## src/rtl/stk_pkg.sv

```systemverilog
// Shared configuration and stack-pipeline types.
// Engine count, pool geometry, opcode/error encodings and LK walker state.
package cfg_pkg;
    localparam int ENGS_N = 4;
endpackage

package stk_pkg;
    localparam int ENGS_N    = cfg_pkg::ENGS_N;
    localparam int ENGID_W   = (ENGS_N > 1) ? $clog2(ENGS_N) : 1;
    localparam int SLOTS_N   = 16;
    localparam int PTR_W     = $clog2(SLOTS_N);
    localparam int DEPTH_MAX = 8;
    localparam int CNT_W     = $clog2(DEPTH_MAX + 1);
    localparam int DAT_W     = 128;

    typedef logic [ENGID_W-1:0] engid_t;

    typedef enum logic [1:0] {
        OP_PUSH = 2'd0,
        OP_POP  = 2'd1,
        OP_INV  = 2'd2
    } opcode_t;

    typedef enum logic [1:0] {
        ERR_OK    = 2'd0,
        ERR_EMPTY = 2'd1,
        ERR_FULL  = 2'd2
    } err_t;

    typedef enum logic {
        IDLE = 1'b0,
        WALK = 1'b1
    } lk_state_t;
endpackage

```

## src/rtl/stk_pipe_lk_if.sv

```systemverilog
// Microcode bus around the LK stage: admission-side request in, EX-side microcode out.
// master = environment (admission + EX), slave = LK stage.
interface stk_pipe_lk_if #(parameter int PTR_W = stk_pkg::PTR_W);
    import stk_pkg::*;

    logic              lk_vld_w;
    engid_t            lk_engid_w;
    opcode_t           lk_opcode_w;
    logic              lk_dat_vld_w;
    logic [DAT_W-1:0]  lk_dat_w;

    logic              ex_vld_r;
    engid_t            ex_engid_r;
    opcode_t           ex_opcode_r;
    logic [PTR_W-1:0]  ex_ptr_r;
    logic              ex_dat_vld_r;
    logic [DAT_W-1:0]  ex_dat_r;
    err_t              ex_err_r;

    modport master (
        output lk_vld_w, lk_engid_w, lk_opcode_w, lk_dat_vld_w, lk_dat_w,
        input  ex_vld_r, ex_engid_r, ex_opcode_r, ex_ptr_r, ex_dat_vld_r, ex_dat_r, ex_err_r
    );

    modport slave (
        input  lk_vld_w, lk_engid_w, lk_opcode_w, lk_dat_vld_w, lk_dat_w,
        output ex_vld_r, ex_engid_r, ex_opcode_r, ex_ptr_r, ex_dat_vld_r, ex_dat_r, ex_err_r
    );
endinterface

```

## src/rtl/stk_pipe_lk_walk.sv

```systemverilog
// INV walker: follows the link chain from a captured head, freeing one slot per cycle.
// Starts the cycle after accept; done flags the cycle that frees the last slot.
module stk_pipe_lk_walk
    import stk_pkg::*;
#(
    parameter int PTR_W = stk_pkg::PTR_W,
    parameter int CNT_W = stk_pkg::CNT_W
) (
    input  logic             clk,
    input  logic             arst_n,
    input  logic             start,
    input  engid_t           start_eng,
    input  logic [PTR_W-1:0] start_ptr,
    input  logic [CNT_W-1:0] start_cnt,
    input  logic [PTR_W-1:0] link_dat,
    output logic             busy,
    output logic [PTR_W-1:0] cursor,
    output engid_t           eng,
    output logic             done
);

    lk_state_t        state;
    logic [CNT_W-1:0] remain;

    always_ff @(posedge clk) begin
        if (!arst_n) begin
            state  <= IDLE;
            busy   <= 1'b0;
            cursor <= '0;
            remain <= '0;
            eng    <= '0;
        end else begin
            case (state)
                IDLE: begin
                    if (start) begin
                        state  <= WALK;
                        busy   <= 1'b1;
                        cursor <= start_ptr;
                        remain <= start_cnt;
                        eng    <= start_eng;
                    end
                end
                WALK: begin
                    cursor <= link_dat;
                    remain <= remain - CNT_W'(1);
                    if (remain == CNT_W'(1)) begin
                        state <= IDLE;
                        busy  <= 1'b0;
                    end
                end
                default: begin
                    state <= IDLE;
                    busy  <= 1'b0;
                end
            endcase
        end
    end

    assign done = (state == WALK) && (remain == CNT_W'(1));

endmodule

```

## src/rtl/stk_pipe_lk.sv

```systemverilog
// LK stage: resolves PUSH/POP/INV against per-engine head/cnt and the slot link table.
// Latency 1 to EX (INV on k entries: k+1); no backpressure, admission stalls on o_lk_busy.
module stk_pipe_lk
    import stk_pkg::*;
#(
    parameter int ENGS_N    = cfg_pkg::ENGS_N,
    parameter int SLOTS_N   = 16,
    parameter int DEPTH_MAX = 8,
    localparam int PTR_W    = $clog2(SLOTS_N),
    localparam int CNT_W    = $clog2(DEPTH_MAX + 1)
) (
    input  logic             clk,
    input  logic             arst_n,
    stk_pipe_lk_if.slave     lk,
    input  logic [PTR_W-1:0] i_al_ptr,
    output logic             o_al_alloc,
    output logic             o_fr_vld,
    output logic [PTR_W-1:0] o_fr_ptr,
    output logic             o_lk_busy
);

    logic [PTR_W-1:0] head_q [ENGS_N];
    logic [CNT_W-1:0] cnt_q  [ENGS_N];
    logic [PTR_W-1:0] link_q [SLOTS_N];

    engid_t           eng;
    logic [PTR_W-1:0] cur_head;
    logic [CNT_W-1:0] cur_cnt;
    logic             is_push, is_pop, is_inv;
    logic             push_ok, pop_ok, inv_walk;

    logic             walk_busy, walk_done;
    logic [PTR_W-1:0] walk_cursor;
    engid_t           walk_eng;

    assign eng      = lk.lk_engid_w;
    assign cur_head = head_q[eng];
    assign cur_cnt  = cnt_q[eng];

    assign is_push  = lk.lk_vld_w && (lk.lk_opcode_w == OP_PUSH);
    assign is_pop   = lk.lk_vld_w && (lk.lk_opcode_w == OP_POP);
    assign is_inv   = lk.lk_vld_w && (lk.lk_opcode_w == OP_INV);
    assign push_ok  = is_push && (cur_cnt < CNT_W'(DEPTH_MAX));
    assign pop_ok   = is_pop  && (cur_cnt != '0);
    assign inv_walk = is_inv  && (cur_cnt != '0);

    assign o_al_alloc = push_ok;
    // Admission never presents work while busy, so POP and walk frees cannot collide.
    assign o_fr_vld   = pop_ok || walk_busy;
    assign o_fr_ptr   = walk_busy ? walk_cursor : cur_head;
    assign o_lk_busy  = walk_busy;

    stk_pipe_lk_walk #(
        .PTR_W (PTR_W),
        .CNT_W (CNT_W)
    ) u_walk (
        .clk       (clk),
        .arst_n    (arst_n),
        .start     (inv_walk),
        .start_eng (eng),
        .start_ptr (cur_head),
        .start_cnt (cur_cnt),
        .link_dat  (link_q[walk_cursor]),
        .busy      (walk_busy),
        .cursor    (walk_cursor),
        .eng       (walk_eng),
        .done      (walk_done)
    );

    always_ff @(posedge clk) begin
        if (!arst_n) begin
            for (int i = 0; i < ENGS_N; i++) begin
                head_q[i] <= '0;
                cnt_q[i]  <= '0;
            end
        end else if (push_ok) begin
            head_q[eng] <= i_al_ptr;
            cnt_q[eng]  <= cur_cnt + CNT_W'(1);
        end else if (pop_ok) begin
            head_q[eng] <= link_q[cur_head];
            cnt_q[eng]  <= cur_cnt - CNT_W'(1);
        end else if (inv_walk) begin
            head_q[eng] <= '0;
            cnt_q[eng]  <= '0;
        end
    end

    // Link table holds chain order only; stale entries are harmless once unlinked.
    always_ff @(posedge clk) begin
        if (push_ok) begin
            link_q[i_al_ptr] <= cur_head;
        end
    end

    logic             ex_vld_d;
    engid_t           ex_eng_d;
    opcode_t          ex_op_d;
    logic [PTR_W-1:0] ex_ptr_d;
    logic             ex_dv_d;
    logic [DAT_W-1:0] ex_dat_d;
    err_t             ex_err_d;

    always_comb begin
        ex_vld_d = 1'b0;
        ex_eng_d = '0;
        ex_op_d  = OP_PUSH;
        ex_ptr_d = '0;
        ex_dv_d  = 1'b0;
        ex_dat_d = '0;
        ex_err_d = ERR_OK;
        if (walk_done) begin
            ex_vld_d = 1'b1;
            ex_eng_d = walk_eng;
            ex_op_d  = OP_INV;
            ex_ptr_d = walk_cursor;
        end else if (is_push) begin
            ex_vld_d = 1'b1;
            ex_eng_d = eng;
            ex_op_d  = OP_PUSH;
            if (push_ok) begin
                ex_ptr_d = i_al_ptr;
                ex_dv_d  = lk.lk_dat_vld_w;
                ex_dat_d = lk.lk_dat_w;
            end else begin
                ex_err_d = ERR_FULL;
            end
        end else if (is_pop) begin
            ex_vld_d = 1'b1;
            ex_eng_d = eng;
            ex_op_d  = OP_POP;
            if (pop_ok) begin
                ex_ptr_d = cur_head;
            end else begin
                ex_err_d = ERR_EMPTY;
            end
        end else if (is_inv && !inv_walk) begin
            ex_vld_d = 1'b1;
            ex_eng_d = eng;
            ex_op_d  = OP_INV;
            ex_ptr_d = cur_head;
        end
    end

    always_ff @(posedge clk) begin
        if (!arst_n) begin
            lk.ex_vld_r     <= 1'b0;
            lk.ex_engid_r   <= '0;
            lk.ex_opcode_r  <= OP_PUSH;
            lk.ex_ptr_r     <= '0;
            lk.ex_dat_vld_r <= 1'b0;
            lk.ex_dat_r     <= '0;
            lk.ex_err_r     <= ERR_OK;
        end else begin
            lk.ex_vld_r     <= ex_vld_d;
            lk.ex_engid_r   <= ex_eng_d;
            lk.ex_opcode_r  <= ex_op_d;
            lk.ex_ptr_r     <= ex_ptr_d;
            lk.ex_dat_vld_r <= ex_dv_d;
            lk.ex_dat_r     <= ex_dat_d;
            lk.ex_err_r     <= ex_err_d;
        end
    end

    a_no_vld_while_busy: assert property (
        @(posedge clk) disable iff (!arst_n) walk_busy |-> !lk.lk_vld_w
    );

endmodule

```

## src/flat_wrapper.sv

```systemverilog
// flat-port wrapper written by rule: the top's interface ports become plain ports
module stk_pipe_lk_flat import stk_pkg::*;
#(
    parameter int ENGS_N    = cfg_pkg::ENGS_N,
    parameter int SLOTS_N   = 16,
    parameter int DEPTH_MAX = 8,
    localparam int PTR_W    = $clog2(SLOTS_N),
    localparam int CNT_W    = $clog2(DEPTH_MAX + 1)
)
  (clk, arst_n, i_al_ptr, o_al_alloc, o_fr_vld, o_fr_ptr, o_lk_busy, lk_lk_vld_w, lk_lk_engid_w, lk_lk_opcode_w, lk_lk_dat_vld_w, lk_lk_dat_w, lk_ex_vld_r, lk_ex_engid_r, lk_ex_opcode_r, lk_ex_ptr_r, lk_ex_dat_vld_r, lk_ex_dat_r, lk_ex_err_r);
  stk_pipe_lk_if lk_i ();
  input  logic clk;
  input  logic arst_n;
  input  logic [PTR_W-1:0] i_al_ptr;
  output logic o_al_alloc;
  output logic o_fr_vld;
  output logic [PTR_W-1:0] o_fr_ptr;
  output logic o_lk_busy;
  input wire logic [$bits(lk_i.lk_vld_w)-1:0] lk_lk_vld_w;
  input wire logic [$bits(lk_i.lk_engid_w)-1:0] lk_lk_engid_w;
  input wire logic [$bits(lk_i.lk_opcode_w)-1:0] lk_lk_opcode_w;
  input wire logic [$bits(lk_i.lk_dat_vld_w)-1:0] lk_lk_dat_vld_w;
  input wire logic [$bits(lk_i.lk_dat_w)-1:0] lk_lk_dat_w;
  output wire logic [$bits(lk_i.ex_vld_r)-1:0] lk_ex_vld_r;
  output wire logic [$bits(lk_i.ex_engid_r)-1:0] lk_ex_engid_r;
  output wire logic [$bits(lk_i.ex_opcode_r)-1:0] lk_ex_opcode_r;
  output wire logic [$bits(lk_i.ex_ptr_r)-1:0] lk_ex_ptr_r;
  output wire logic [$bits(lk_i.ex_dat_vld_r)-1:0] lk_ex_dat_vld_r;
  output wire logic [$bits(lk_i.ex_dat_r)-1:0] lk_ex_dat_r;
  output wire logic [$bits(lk_i.ex_err_r)-1:0] lk_ex_err_r;
  assign lk_i.lk_vld_w = lk_lk_vld_w;
  assign lk_i.lk_engid_w = lk_lk_engid_w;
  assign lk_i.lk_opcode_w = lk_lk_opcode_w;
  assign lk_i.lk_dat_vld_w = lk_lk_dat_vld_w;
  assign lk_i.lk_dat_w = lk_lk_dat_w;
  assign lk_ex_vld_r = lk_i.ex_vld_r;
  assign lk_ex_engid_r = lk_i.ex_engid_r;
  assign lk_ex_opcode_r = lk_i.ex_opcode_r;
  assign lk_ex_ptr_r = lk_i.ex_ptr_r;
  assign lk_ex_dat_vld_r = lk_i.ex_dat_vld_r;
  assign lk_ex_dat_r = lk_i.ex_dat_r;
  assign lk_ex_err_r = lk_i.ex_err_r;
  stk_pipe_lk #(.ENGS_N(ENGS_N), .SLOTS_N(SLOTS_N), .DEPTH_MAX(DEPTH_MAX)) u_core (.clk(clk), .arst_n(arst_n), .lk(lk_i), .i_al_ptr(i_al_ptr), .o_al_alloc(o_al_alloc), .o_fr_vld(o_fr_vld), .o_fr_ptr(o_fr_ptr), .o_lk_busy(o_lk_busy));
endmodule
```

## config.mk

```make
export PLATFORM = sky130hd
export DESIGN_NAME = stk_pipe_lk_flat
export DESIGN_NICKNAME = d
export VERILOG_FILES = /design/src/rtl/stk_pkg.sv /design/src/rtl/stk_pipe_lk_if.sv /design/src/rtl/stk_pipe_lk_walk.sv /design/src/rtl/stk_pipe_lk.sv /design/src/flat_wrapper.sv
export SDC_FILE = /design/constraint.sdc
export NUM_CORES = 1
export LEC_CHECK = 0
export BUFFER_PORTS_ARGS = -buffer_cell sky130_fd_sc_hd__buf_2
export CAP_MARGIN = 30
export CORE_MARGIN = 2
export CORE_UTILIZATION = 43
export DETAILED_ROUTE_END_ITERATION = 10
export PLACE_DENSITY = 0.69
export SETUP_SLACK_MARGIN = 0.1
export SLEW_MARGIN = 20
export SYNTH_ARGS = -nofsm -noshare
export SYNTH_HDL_FRONTEND = slang
export SYNTH_SLANG_ARGS = --single-unit
export TNS_END_PERCENT = 1
```

## constraint.sdc

```tcl
create_clock -name clk -period 4.7 [get_ports clk]
set_input_delay 0.47 -clock clk [delete_from_list [all_inputs] [get_ports clk]]
set_output_delay 0.47 -clock clk [all_outputs]
set_load 0.01 [all_outputs]
```

==> flow_summary.toml <==
[cts]
postCtsSetupBuffers = 0
clk-insertion-delay-late_ns = 0.54
cts_tree = "yes"
cts_made_buffers = 27
clkTransAtPathRegs_ns = 0.06
cts_max_level = 1
cts_resized = 0
cts_sinks = 252
cts_max_path_buffers = 3
clk_root_buffer_cell = "clkbuf_16"
postCtsHoldBufs = 0

[setup_path]
cp-end-kind = "flop"
cp_max_fo = 12
crit_type = "flop to flop"
critPathLaunchType = "flop"
crit_chain = "mux4_2 -> o41ai_2 -> a21oi_1 -> o21ai_0 -> o21ai_0 -> buf_2"
max_stage_delay_ns = 0.65
cp.arrival_ns = 3.41
cp_common_cell = "o21ai_0"
cp_top_family = "compound AO/OA/AOI/OAI gates"
required_ns = 5.00
slowest_stage = "mux4_2"
path_buf_inv = 1

[synth]
synth.avg_cell_area_um2 = 13.4
synth_edf_count = 96
syn_inst = 699
netlist_area_um2 = 9340
post_synth_num_cell_types = 50
synth_top_area_share_pct = 33.4
yosys-top-cells-area = "dfxtp_1 (33%), edfxtp_1 (31%), and2_1 (8.8%)"
synthTopCellsByCount = "dfxtp_1 (156), and2_1 (132), edfxtp_1 (96)"
synth_nets = 843
ys_seq_area_share_pct = 64.3
synth_ff_type = "dfxtp_1"
yosysMostFrequentCell = "dfxtp_1"
yosysTopAreaCell = "dfxtp_1"
yosys_warnings = 0
synth_seq_cells = 252
async_reset_ff_share_pct = 0

[sta]
drv_slew = 0
setup_tns_ns = 0
fin_skew_ns = 0.0204
max-slew-margin-rel_pct = 44.4
period_minus_slack_ns = 3.11
finalCritPeriodShare_pct = 66.2
hold_viol_final = 0
finalSetupViolCount = 0
whs_ns = 0.128
fmaxAchievable_mhz = 321
rsz0062_at_grt = "no"
tightestPinTransition_ns = 0.833

[detailed_routing]
drt_iter0_markers = 381
avgRoutedWirePerCell_um = 19.9
via_per_inst = 5.07
ant_nets = 0
vias = 6450
first_pass_iters = 4
drc_errors = 0
routed_wl_mm = 25.3

[cells_and_area]
area_growth_syn_to_layout_pct = 26.2
drive_gt1_share_pct = 37.2
fin_cells = 1273
stdcell_area_um2 = 11800
fin_util_pct = 55.7
nNetsFinal = 1119
fillers = 1805

[floorplanning]
start_util_pct = 44.2
die_area_um2 = 22900
num_io_pins = 287
dieHeight_um = 151
num_rows = 53
core_area_um2 = 21200
die_width_um = 151

[grt]
grt_start_max_net_pins = 130
antenna_found_initial = 4
track_usage_pct = 21.9
grt_pass1_wl_mm = 37.4
grt_remaining_overflow = 0
grt_pass1_vias = 6508

[placed_design]
dpl_cell_area_um2 = 10900
gp_congestion = 0.855
post-place-cells = 1219
portBuffers = 286
dp_hpwl_mm = 18.2

[power]
p_per_area_nw_per_um2 = 398
swShare_pct = 22.5
ir_drop_mv = 0.274
clkPwrFrac_pct = 42.1
p_switching_uw = 1050
leakagePower_uw = 0.00513
intPower_uw = 3630
p_comb_share_pct = 7.9
seqPwrFrac_pct = 50.0

[hold_path]
min_path_type = "primary input to flop"

[flow_run]
cap_violations = 0

[outcome]
status = "finished clean"
==> flip-flops by register name, summed over array words and instances (netlist names), named ones only <==
signal and cells:
u_core.lk.ex_vld_r 1, u_core.u_walk.state 1, u_core.lk.ex_err_r 2, u_core.lk.ex_dat_r 128
u_core.head_q 16, u_core.u_walk.cursor 4, u_core.lk.ex_engid_r 2, u_core.lk.ex_dat_vld_r 1
u_core.lk.ex_ptr_r 4, u_core.cnt_q 16, u_core.u_walk.remain 4, u_core.u_walk.eng 2
u_core.u_walk.busy 1, u_core.link_q 64, u_core.lk.ex_opcode_r 2
==> per-stage QoR <==
stage | worst slack [ns] | total power (µW)
after global routing | 1.41 | 4860
after floorplan | 1.81 | 2610
after CTS | 1.66 | 4730
after global placement | 1.18 | 2750
after detailed placement | 1.12 | 2750
final | 1.59 | 4690
==> cell type report <==
type | count | area (µm²) | area share (%)
Antenna cell | 2 | 5.00 | 0.0424
Clock buffer | 40 | 744 | 6.31
Clock inverter | 10 | 75.1 | 0.637
Inverter | 7 | 26.3 | 0.223
Multi-Input combinational cell | 394 | 3080 | 26.1
Sequential cell | 252 | 6010 | 50.9
Tap cell | 275 | 344 | 2.92
Timing Repair Buffer | 293 | 1510 | 12.8
==> logic make-up after synthesis <==
group	synth area share, %
fa+ha+maj	0.643
xor+xnor	0.188
simple gates	13.9
compound gates	6.40
buf+inv	2.84
mux	11.8
flops	64.3
==> layout by cell type, fill, tap and decap left out, drive strengths merged, types with 9 or more instances in the layout <==
cell type / count
nor2: 42
buf: 293
mux4: 27
and2: 132
a21oi: 27
clkinv: 9
nand2: 9
o21ai: 14
clkbuf: 40
edfxtp: 96
mux2i: 39
a22oi: 15
dfxtp: 156
==> power by group through the flow <==
| stage | clock network (µW) | logic (µW) | registers (µW) |
|---|---|---|---|
| 6_report | 1970 | 369 | 2350 |
| 5_1_grt | 2110 | 402 | 2350 |
| 4_1_cts | 2020 | 359 | 2350 |
| 3_5_place_dp | 0 | 358 | 2400 |
| 3_3_place_gp | 0 | 354 | 2390 |
| 2_1_floorplan | 0 | 225 | 2390 |
==> routing by layer <==
layer	part of all wire, %	track usage (%)	up-vias	routed length (µm)
li1	-	-	3048	-
met1	38	26.5	3063	9620
met2	49	35.9	288	12300
met3	11	8.52	47	2700
met4	2.6	6.96	4	649
met5	0.10	0	-	26
==> final timing paths <==
kind	cells after the start	startpoint	end	slack, ns
worst min-delay path	2	lk_lk_dat_w[87]	u_core.lk.ex_dat_r[87]$_SDFF_PP0_	0.13
worst max register to register	6	u_core.cnt_q[2][0]$_SDFFCE_PN0P_	u_core.cnt_q[2][0]$_SDFFCE_PN0P_	1.59
worst min register to register	2	u_core.u_walk.remain[2]$_SDFFE_PN0N_	u_core.u_walk.remain[2]$_SDFFE_PN0N_	0.48
worst max-delay path	6	u_core.cnt_q[2][0]$_SDFFCE_PN0P_	u_core.cnt_q[2][0]$_SDFFCE_PN0P_	1.59
Note: power is estimated with default switching activity, not from simulation.
